===== src/rtl/pipe_fetch_queue.sv =====
// -----------------------------------------------------------------------------
// pipe_fetch_queue
//
// Fetch-to-decode pipeline stage built as a small in-order instruction queue.
// Fetch (F) pushes {instruction, pc, pc+4} when the queue has room. Decode (D)
// consumes the head entry unless it is stalling. A taken branch or jump in D
// flushes every queued entry, including the one F is offering in that cycle.
// The head instruction's register-index fields are sliced out here, so the
// decoder can start register-file reads without doing its own field
// extraction.
//
// Parameters
//   ADDRESS_WIDTH  width of PC values
//   DATA_WIDTH     instruction width (RV32 encoding)
//   WRITE_WIDTH    register-index width
//   DEPTH          number of queue entries (power of two, >= 2)
//
// Ports
//   clk        rising-edge clock
//   rst_n      asynchronous active-low reset
//   validf     F presents an instruction this cycle
//   rd         instruction word from instruction memory
//   pcf        PC of that instruction
//   pcplus4f   pcf + 4
//   readyf     queue can accept an instruction (count < DEPTH)
//   stalld     D cannot consume the head this cycle
//   flushd     discard every queued instruction and the incoming one
//   validd     head entry is valid
//   instrd     head instruction (NOP when empty)
//   pcd        head PC (0 when empty)
//   pcplus4d   head PC + 4 (0 when empty)
//   rdd        instrd[11:7]
//   rs1d       instrd[19:15]
//   rs2d       instrd[24:20]
//   count      number of occupied entries
// -----------------------------------------------------------------------------
module pipe_fetch_queue #(
  parameter int ADDRESS_WIDTH = 32,
  parameter int DATA_WIDTH    = 32,
  parameter int WRITE_WIDTH   = 5,
  parameter int DEPTH         = 2
) (
  input  logic                     clk,
  input  logic                     rst_n,
  input  logic                     validf,
  input  logic [DATA_WIDTH-1:0]    rd,
  input  logic [ADDRESS_WIDTH-1:0] pcf,
  input  logic [ADDRESS_WIDTH-1:0] pcplus4f,
  output logic                     readyf,
  input  logic                     stalld,
  input  logic                     flushd,
  output logic                     validd,
  output logic [DATA_WIDTH-1:0]    instrd,
  output logic [ADDRESS_WIDTH-1:0] pcd,
  output logic [ADDRESS_WIDTH-1:0] pcplus4d,
  output logic [WRITE_WIDTH-1:0]   rdd,
  output logic [WRITE_WIDTH-1:0]   rs1d,
  output logic [WRITE_WIDTH-1:0]   rs2d,
  output logic [$clog2(DEPTH):0]   count
);

  localparam int PTR_W = $clog2(DEPTH);
  localparam int CNT_W = PTR_W + 1;

  localparam logic [CNT_W-1:0]      FULL_COUNT = CNT_W'(DEPTH);
  localparam logic [PTR_W-1:0]      PTR_ONE    = PTR_W'(1);
  localparam logic [CNT_W-1:0]      CNT_ONE    = CNT_W'(1);
  // addi x0, x0, 0 -- what the decoder sees whenever the queue is empty
  localparam logic [DATA_WIDTH-1:0] NOP_INSTR  = DATA_WIDTH'(32'h0000_0013);

  // Queue storage
  logic [DATA_WIDTH-1:0]    instr_q   [DEPTH];
  logic [DATA_WIDTH-1:0]    instr_d   [DEPTH];
  logic [ADDRESS_WIDTH-1:0] pc_q      [DEPTH];
  logic [ADDRESS_WIDTH-1:0] pc_d      [DEPTH];
  logic [ADDRESS_WIDTH-1:0] pcplus4_q [DEPTH];
  logic [ADDRESS_WIDTH-1:0] pcplus4_d [DEPTH];

  // Pointers and occupancy
  logic [PTR_W-1:0] wptr_q, wptr_d;
  logic [PTR_W-1:0] rptr_q, rptr_d;
  logic [CNT_W-1:0] count_q, count_d;

  logic push;
  logic pop;

  logic [DATA_WIDTH-1:0]    head_instr;
  logic [ADDRESS_WIDTH-1:0] head_pc;
  logic [ADDRESS_WIDTH-1:0] head_pcplus4;

  // Handshake status comes only from the registered count. Because of this,
  // a pop in the current cycle never opens a slot for a push in the same
  // cycle. The queue trades that throughput for a shorter
  // readyf -> PC-logic path.
  always_comb begin
    readyf = (count_q < FULL_COUNT);
    validd = (count_q != '0);
  end

  // A flush cancels both sides of the handshake. The wrong-path instruction
  // from F is dropped, and D does not consume the head.
  always_comb begin
    push = validf & readyf & ~flushd;
    pop  = validd & ~stalld & ~flushd;
  end

  // Next-state logic for the pointers, the count and the storage. Pointers
  // are exactly log2(DEPTH) bits wide, so they wrap from DEPTH-1 to 0 on
  // their own. Entries are not cleared on a flush because count alone
  // decides which entries are valid.
  always_comb begin
    wptr_d    = wptr_q;
    rptr_d    = rptr_q;
    count_d   = count_q;
    instr_d   = instr_q;
    pc_d      = pc_q;
    pcplus4_d = pcplus4_q;

    if (flushd) begin
      wptr_d  = '0;
      rptr_d  = '0;
      count_d = '0;
    end else begin
      if (push) begin
        instr_d[wptr_q]   = rd;
        pc_d[wptr_q]      = pcf;
        pcplus4_d[wptr_q] = pcplus4f;
        wptr_d            = wptr_q + PTR_ONE;
      end
      if (pop) begin
        rptr_d = rptr_q + PTR_ONE;
      end
      case ({push, pop})
        2'b10:   count_d = count_q + CNT_ONE;
        2'b01:   count_d = count_q - CNT_ONE;
        default: count_d = count_q;
      endcase
    end
  end

  // State registers. Reset clears the storage as well as the control state,
  // so the queue always starts from a known image.
  always_ff @(posedge clk or negedge rst_n) begin
    if (!rst_n) begin
      wptr_q  <= '0;
      rptr_q  <= '0;
      count_q <= '0;
      for (int i = 0; i < DEPTH; i++) begin
        instr_q[i]   <= '0;
        pc_q[i]      <= '0;
        pcplus4_q[i] <= '0;
      end
    end else begin
      wptr_q    <= wptr_d;
      rptr_q    <= rptr_d;
      count_q   <= count_d;
      instr_q   <= instr_d;
      pc_q      <= pc_d;
      pcplus4_q <= pcplus4_d;
    end
  end

  // Head read. No bypass path exists from F, so an instruction pushed in
  // this cycle first shows up here after the next clock edge.
  always_comb begin
    head_instr   = instr_q[rptr_q];
    head_pc      = pc_q[rptr_q];
    head_pcplus4 = pcplus4_q[rptr_q];
  end

  // Decode-facing outputs. When the queue is empty they show a clean NOP,
  // so stale storage never leaks into decode.
  always_comb begin
    instrd   = validd ? head_instr   : NOP_INSTR;
    pcd      = validd ? head_pc      : '0;
    pcplus4d = validd ? head_pcplus4 : '0;
    count    = count_q;
  end

  // Register-index fields come from the driven instrd, not from the raw
  // storage. When the queue is empty they read as the NOP's fields (all 0).
  always_comb begin
    rdd  = WRITE_WIDTH'(instrd[11:7]);
    rs1d = WRITE_WIDTH'(instrd[19:15]);
    rs2d = WRITE_WIDTH'(instrd[24:20]);
  end

endmodule


===== config.mk =====
export PLATFORM = sky130hd
export DESIGN_NAME = pipe_fetch_queue
export DESIGN_NICKNAME = d
export VERILOG_FILES = /design/src/rtl/pipe_fetch_queue.sv
export SDC_FILE = /design/constraint.sdc
export NUM_CORES = 1
export LEC_CHECK = 0
export ABC_AREA = 0
export CORE_AREA = 2 2 152 154
export DETAILED_ROUTE_END_ITERATION = 10
export DIE_AREA = 0 0 154 156
export PLACE_DENSITY = 0.66
export REMOVE_ABC_BUFFERS = 1
export SYNTH_ARGS = -nofsm -noshare
export SYNTH_HDL_FRONTEND = slang
export SYNTH_SLANG_ARGS = --single-unit

===== constraint.sdc =====
create_clock -name clk -period 2.52 [get_ports clk]
set_input_delay 0.504 -clock clk [delete_from_list [all_inputs] [get_ports clk]]
set_output_delay 0.504 -clock clk [all_outputs]
set_load 0.02 [all_outputs]

==> key figures, run 1 <==
Setup path
  – Setup CP Type: flip-flop to primary output
  – Critical path buffer and inverter count: 2
  – Critical Path RT: a little over 2 ns
  – Nature of the critical path endpoint: primary output
  – Cell family with most CP delay: buffers and inverters
  – Crit-path max cell delay: between 0.6 and 0.7 ns
  – Crit path DAT: just under 2 ns
  – Maximum fanout count along the critical path: 10
  – Slowest library cell on the worst path: sky130_fd_sc_hd__clkdlybuf4s50_1
  – Kind of launch point of the worst setup path: flip-flop
  – Ordered list of cells on the worst path: buf_6 > mux2i_1 > nor2_1 > clkdlybuf4s50_1

Finish
  – Non-filler cells, final: between 1000 and 1500
  – Number of nets in the layout: slightly below 1000
  – Most common cell after layout, fill and taps aside: sky130_fd_sc_hd__dfrtp_1
  – Layout Utilization: ~53%
  – Total inserted antenna cells: 0
  – Most frequent cells in the layout: sky130_fd_sc_hd__dfrtp_1, sky130_fd_sc_hd__mux2_2, sky130_fd_sc_hd__clkdlybuf4s50_1
  – Layout cell share with drive strength beyond 1: ~25%
  – Layout overhead on the synthesized area: 34.9%

Global routing
  – Antenna violations before repair: 0
  – Global-route wire length before repair: roughly 32000 microns
  – Gr usage total: between 10% and 20%
  – Via count of the first global-routing pass: between 6000 and 7000
  – Total global routing overflow: 0
  – Pin count of the biggest net entering global routing: 60

Synthesis
  – Share of synthesized cell area in full adder, half adder and majority cells: 0%
  – Distinct cells, synth: 21
  – Area share of xor/xnor cells in the synthesized design: 0.198%
  – Number of instances in the synthesized netlist: 656
  – Most frequently used flop master after synthesis: sky130_fd_sc_hd__dfrtp_1
  – Average cell area after synthesis: 13.5 sq um
  – Number of enable-type register cells in the synthesized netlist: 0
  – Cell Area, Synth: 8860 sq um
  – Post-synthesis async set-or-reset flop share: 100%
  – FF+latch count, synth: roughly 200
  – Simple-gate share of the synthesized area: about 4.8%
  – Sequential cell area fraction in the yosys report: between 50% and 60%
  – Combinational family with the most area after synthesis: multiplexers
  – Post-synthesis compound-gate area fraction: 0.283%
  – Mux cell area share after synthesis: between 30% and 40%
  – Total of warnings raised by yosys: 0

STA
  – Shortest period the worst path allows: ~2.4 ns
  – Final-report max-slew violation count: 0
  – Largest clock skew in the final design: around 0.014 ns
  – Unrepaired setup endpoints after global routing: false
  – Finish-stage setup viols: 0
  – Sum Neg Setup Slack: 0 ns
  – Top achievable clock speed: 410 MHz
  – Setup ws final: 0.0789 ns
  – Worst slew margin relative to its limit: about two thirds
  – Final hold violation count: 0
  – Final critical-path share of the clock period: a little over nine tenths
  – Slew at the pin closest to its max-slew limit: just under 0.5 ns

Floorplan
  – Vert. Die Dim: roughly 160 microns
  – Placeable Area: roughly 22000 sq um
  – Effective utilization at floorplan: ~40%
  – Die area: ~24000 sq um
  – Chip Width: roughly 150 microns
  – Cell Rows: 55
  – I/O Pins: 216

Clock tree
  – TritonCTS clock tree: done
  – Count of hold-fix buffers inserted at cts: 0
  – Clock latency on the worst-skew pair: 0.43 ns
  – Number of buffers created by CTS: 17
  – Clock root cell: sky130_fd_sc_hd__clkbuf_16
  – Deepest clock path buffer count: 2
  – Number of levels in the clock H-tree: 4
  – # clock sinks: ~200
  – Clk slew on worst S/H paths: 0.07 ns

Route
  – Wirelength per Cell: approximately 17 microns
  – Vias post-DR: roughly 5700
  – Count of nets left with antenna violations after detail routing: 0
  – Total wirelength of the detailed-routed design: between 15000 and 20000 microns
  – Detailed-route DRC error count: 0
  – 1st-pass router iterations: 4
  – Drt first-iter violations: 171
  – Drt via density: 4.91

Place
  – Worst slack, placed: roughly 0.17 ns
  – Number of port buffers: about 220
  – Final weighted congestion in routability-driven placement: 0.726
  – Post-DP HPWL: 13000 microns
  – Number of instances in the placed design: between 1000 and 1500

Power
  – P_leak: 0.00534 uW
  – Cell Pwr Density: about 800 nW/um^2
  – Maximum vdd drop: roughly 0.00042 V

Worst hold path
  – Min-Delay Path Class: input port to asynchronous set/reset pin

Flow run
  – Max-cap viol count: 0

Status
  – Run status: completed
[layout make-up]
| type | count | area [sq um] |
|---|---|---|
| fill | 1909 | 10400 |
| sequential | 196 | 4910 |
| multi-input combinational | 401 | 3620 |
| timing repair buffer | 243 | 2450 |
| clock buffer | 19 | 453 |
| tap | 285 | 357 |
| clock inverter | 12 | 144 |
| inverter | 2 | 7.51 |
[per-layer routing]
| metal | track usage, % | part of all wire, % | vias up |
|---|---|---|---|
| met5 | 0 | 0 | - |
| met2 | 27.4 | 47 | 144 |
| li1 | - | - | 2665 |
| met1 | 22.3 | 47 | 2863 |
| met4 | 4.05 | 1.0 | 0 |
| met3 | 4.78 | 5.6 | 13 |
[metrics by stage]
step	power (uW)	hold slack (ns)	cell area (sq um)
after floorplan	5940	0.208	8510
after global placement	6900	0.467	11300
after detailed placement	6960	0.476	11300
after CTS	9660	0.0575	11900
after global routing	10100	0.0768	11900
final	9530	0.0622	11900
[logic make-up (layout without fill, tap and decap cells)]
| family | after synthesis | after routing |
|---|---|---|
| AOI/OAI and AO/OA | 5 | 5 |
| xor gates and xnor gates | 2 | 2 |
| buffers and inverters | 59 | 276 |
| DFF | 196 | 196 |
| muxes | 289 | 289 |
| and+or+nand+nor | 105 | 105 |
[worst paths after layout]
path / from / cells past startpoint / to / slack, ns
min in group clk: pc_q[17] / 1 / pc_q[17] / 0.49
min reg2reg: pc_q[17] / 1 / pc_q[17] / 0.49
min: rst_n / 1 / instr_q[33] / 0.06
max: rptr_q / 4 / instrd[5] / 0.08
max in group asynchronous: rst_n / 2 / rptr_q / 1.79
max reg2reg: count[1] / 4 / instr_q[14] / 0.70
[sequential cells by signal (all words and copies together), names as in the netlist]
name and count:
instr_q 64, pc_q 64, pcplus4_q 64, count 2, rptr_q 1, wptr_q 1
[repair_timing]
action,4_1_cts,5_1_grt
resized for setup,104,10
gates cloned,1,0
setup buffers,5,2
pin swaps,0,1
setup endpoints to repair,111,29
[synth_stat cells (2+ instances only)]
| master | n | area, sq um |
|---|---|---|
| sky130_fd_sc_hd__mux2i_1 | 96 | 961 |
| sky130_fd_sc_hd__dfrtp_1 | 196 | 4900 |
| sky130_fd_sc_hd__buf_4 | 20 | 150 |
| sky130_fd_sc_hd__nand2_1 | 5 | 18.8 |
| sky130_fd_sc_hd__mux2_2 | 153 | 1720 |
| sky130_fd_sc_hd__clkbuf_1 | 10 | 37.5 |
| sky130_fd_sc_hd__inv_1 | 2 | 7.51 |
| sky130_fd_sc_hd__o21ai_0 | 2 | 10.0 |
| sky130_fd_sc_hd__buf_2 | 21 | 105 |
| sky130_fd_sc_hd__mux2_1 | 40 | 450 |
| sky130_fd_sc_hd__nor2_1 | 95 | 357 |
| sky130_fd_sc_hd__a21oi_1 | 3 | 15.0 |
| sky130_fd_sc_hd__buf_1 | 2 | 7.51 |
| sky130_fd_sc_hd__buf_6 | 4 | 45.0 |
[report_power, final]
part | leakage, uW | internal, uW | switching (uW) | total [uW]
Clock | 0.000294 | 1540 | 1220 | 2760
Sequential | 0.00233 | 4020 | 426 | 4450
Combinational | 0.00272 | 1280 | 1040 | 2320
Power figures use the tool's default switching activity.
==> run 2: changes to the inputs <==
--- a/config.mk
+++ b/config.mk
@@ -11,6 +11,7 @@
 export DIE_AREA = 0 0 154 156
 export PLACE_DENSITY = 0.66
 export REMOVE_ABC_BUFFERS = 1
+export SETUP_SLACK_MARGIN = 0.05
 export SYNTH_ARGS = -nofsm -noshare
 export SYNTH_HDL_FRONTEND = slang
 export SYNTH_SLANG_ARGS = --single-unit
==> run 2 against run 1 <==
Critical path depth grew 1. Count of clock-buffer cells in the layout is the same. Sequential power is essentially flat. Clock skew is essentially flat. Register-to-register slack lost 0.11 ns. Combinational power is essentially flat. Maximum frequency grew 2.9%. Via count is essentially flat. Clock power is essentially flat. Critical path type unchanged. Highest routed layer unchanged.
==> key figures, run 2 (synthesis gave the netlist of run 1 again) <==
Setup path
  – Cell repeated most along the worst path: sky130_fd_sc_hd__buf_4
  – Kind of launch point of the worst setup path: flip-flop
  – Crit-path max cell delay: 0.51 ns
  – R2r startpoint: count[1]
  – Cell family with most CP delay: buffers and inverters
  – Nature of the critical path endpoint: primary output
  – Maximum fanout count along the critical path: 6
  – Setup CP Type: flip-flop to primary output
  – Slowest library cell on the worst path: sky130_fd_sc_hd__dfrtp_4
  – Path depth of the worst reg2reg path: 5
  – Critical Path RT: between 2 and 2.5 ns
  – Ordered list of cells on the worst path: buf_4 > buf_4 > mux2i_1 > nor2_1 > dlygate4sd2_1
  – Crit path DAT: between 1.5 and 2 ns
  – Critical path buffer and inverter count: 3
  – Endpoint of the lowest-slack register-to-register path: instr_q[14]
  – Internal reg-to-reg setup slack: 0.59 ns

Place
  – Post-DP HPWL: about 13000 microns
  – Number of port buffers: 215
  – Final weighted congestion in routability-driven placement: around 0.73

Finish
  – Number of nets in the layout: between 900 and 1000
  – Fill cell total of the finished layout: about 1900
  – Register Area: roughly 4900 sq um
  – Largest registers in the final layout: instr_q x64, pc_q x64, pcplus4_q x64
  – Most common cell after layout, fill and taps aside: sky130_fd_sc_hd__dfrtp_1
  – Layout overhead on the synthesized area: 35.0%
  – Most frequent cells in the layout: sky130_fd_sc_hd__dfrtp_1, sky130_fd_sc_hd__mux2_2, sky130_fd_sc_hd__clkdlybuf4s50_1
  – Layout cell share with drive strength beyond 1: about a quarter
  – Total inserted antenna cells: 0
  – Area of the multi-input gates: between 3000 and 4000 sq um

Power
  – Total power of the final layout: between 9000 and 10000 uW
  – Cell Pwr Density: around 800 nW/um^2
  – Maximum vdd drop: around 0.00042 V
  – P_leak: about 0.0053 uW

Clock tree
  – Clk slew on worst S/H paths: roughly 0.07 ns
  – # clock sinks: a little under 200
  – Clock latency on the worst-skew pair: 0.43 ns
  – Number of buffers created by CTS: 17
  – Number of levels in the clock H-tree: 4
  – Clock root cell: sky130_fd_sc_hd__clkbuf_16
  – TritonCTS clock tree: done
  – Deepest clock path buffer count: 2

Floorplan
  – Die area: about 24000 sq um
  – Placeable Area: 22400 sq um
  – Vert. Die Dim: between 150 and 200 microns
  – Effective utilization at floorplan: 39.6%
  – I/O Pins: roughly 220
  – Cell Rows: 55
  – Chip Width: ~150 microns

Global routing
  – Pin count of the biggest net entering global routing: 60
  – Global-route wire length before repair: 32000 microns
  – Total global routing overflow: 0
  – Antenna violations before repair: 0
  – Gr usage total: between 15 and 20%
  – Via count of the first global-routing pass: 6105

STA
  – Worst slew margin relative to its limit: about 67%
  – Finish-stage setup viols: 0
  – Final hold violation count: 0
  – Unrepaired setup endpoints after global routing: true
  – Final critical-path share of the clock period: about 94%
  – Final-report max-slew violation count: 0
  – Shortest period the worst path allows: approximately 2.4 ns
  – Final worst hold slack: approximately 0.059 ns
  – Top achievable clock speed: between 400 and 500 MHz
  – Largest clock skew in the final design: about 0.014 ns
  – Slew at the pin closest to its max-slew limit: approximately 0.49 ns

Route
  – Drt first-iter violations: 174
  – Drt via density: 4.90
  – Count of nets left with antenna violations after detail routing: 0
  – 1st-pass router iterations: 4
  – Detailed-route DRC error count: 0
  – Wirelength per Cell: between 15 and 20 microns
  – Total wirelength of the detailed-routed design: roughly 20000 microns
  – Vias post-DR: around 5700

Status
  – Run status: completed

Worst hold path
  – Min-Delay Path Class: input port to asynchronous set/reset pin

Flow run
  – Max-cap viol count: 0
-- run 2: cell count changes in the layout (fill, tap and decap cells not counted), sizes merged --
cell           previous run  this run
clkdlybuf4s50           104       102
buf                      27        29
dlygate4sd2             101        87
clkbuf                   20        22
dlymetal6s2s              8         5
clkdlybuf4s15             1        18
-- run 2: cell type report --
class,instances,share of cell area [%]
Tap cell,285,2.98
Sequential cell,196,41.1
Clock buffer,19,3.79
Inverter,2,0.0628
Clock inverter,12,1.20
Timing Repair Buffer,245,20.6
Multi-Input combinational cell,401,30.3
-- run 2: worst register-to-register path, cell delays in order, from the launching register on --
cell	delay, ns
sky130_fd_sc_hd__dfrtp_2	0.45
sky130_fd_sc_hd__buf_4	0.15
sky130_fd_sc_hd__nand2b_4	0.17
sky130_fd_sc_hd__nor3b_4	0.29
sky130_fd_sc_hd__buf_12	0.34
sky130_fd_sc_hd__mux2_2	0.42
-- run 2: worst max-delay path by stage --
stage	depth (start not counted)	from	end	slack [ns]
2_1_floorplan	3	count[1]	instrd[0]	-2.63
3_3_place_gp	4	rptr_q	rdd[2]	0.18
3_5_place_dp	4	rptr_q	instrd[9]	0.17
4_1_cts	5	count[1]	pcplus4d[10]	0.05
5_1_grt	5	rptr_q	instrd[17]	0.05
6_report	5	rptr_q	instrd[3]	0.15
-- run 2: what timing repair did --
| item | in CTS | in global routing |
|---|---|---|
| hold buffers | 0 | 0 |
| pin swaps | 0 | 1 |
| setup endpoints to repair | 112 | 26 |
| gates cloned | 1 | 0 |
| setup buffers | 6 | 3 |
| resized for setup | 111 | 26 |
-- run 2: layer usage --
layer	wire length [microns]	GRT usage (%)	vias to the layer above
li1	-	-	2670
met1	9200	22.3	2854
met2	9190	27.4	143
met3	1090	4.75	13
met4	199	4.05	0
met5	0	0	-
-- run 2: power by group --
| group | internal [uW] | leakage [uW] | switching, uW |
|---|---|---|---|
| logic | 1290 | 0.00264 | 1040 |
| registers | 4020 | 0.00233 | 426 |
| clock network | 1540 | 0.000294 | 1220 |
-- run 2: metrics by stage --
step                      setup slack [ns]  setup TNS [ns]  utilization [%]  instance area, sq um  cells
after floorplan                      -2.63         -715.89                -                  8510    599
after global placement               0.178               0             50.7                 11300   1119
after detailed placement             0.171               0             50.7                 11300   1119
after CTS                           0.0514               0             53.3                 11900   1157
after global routing                0.0497               0             53.5                 12000   1160
final                                0.148               0             53.5                 12000   1160
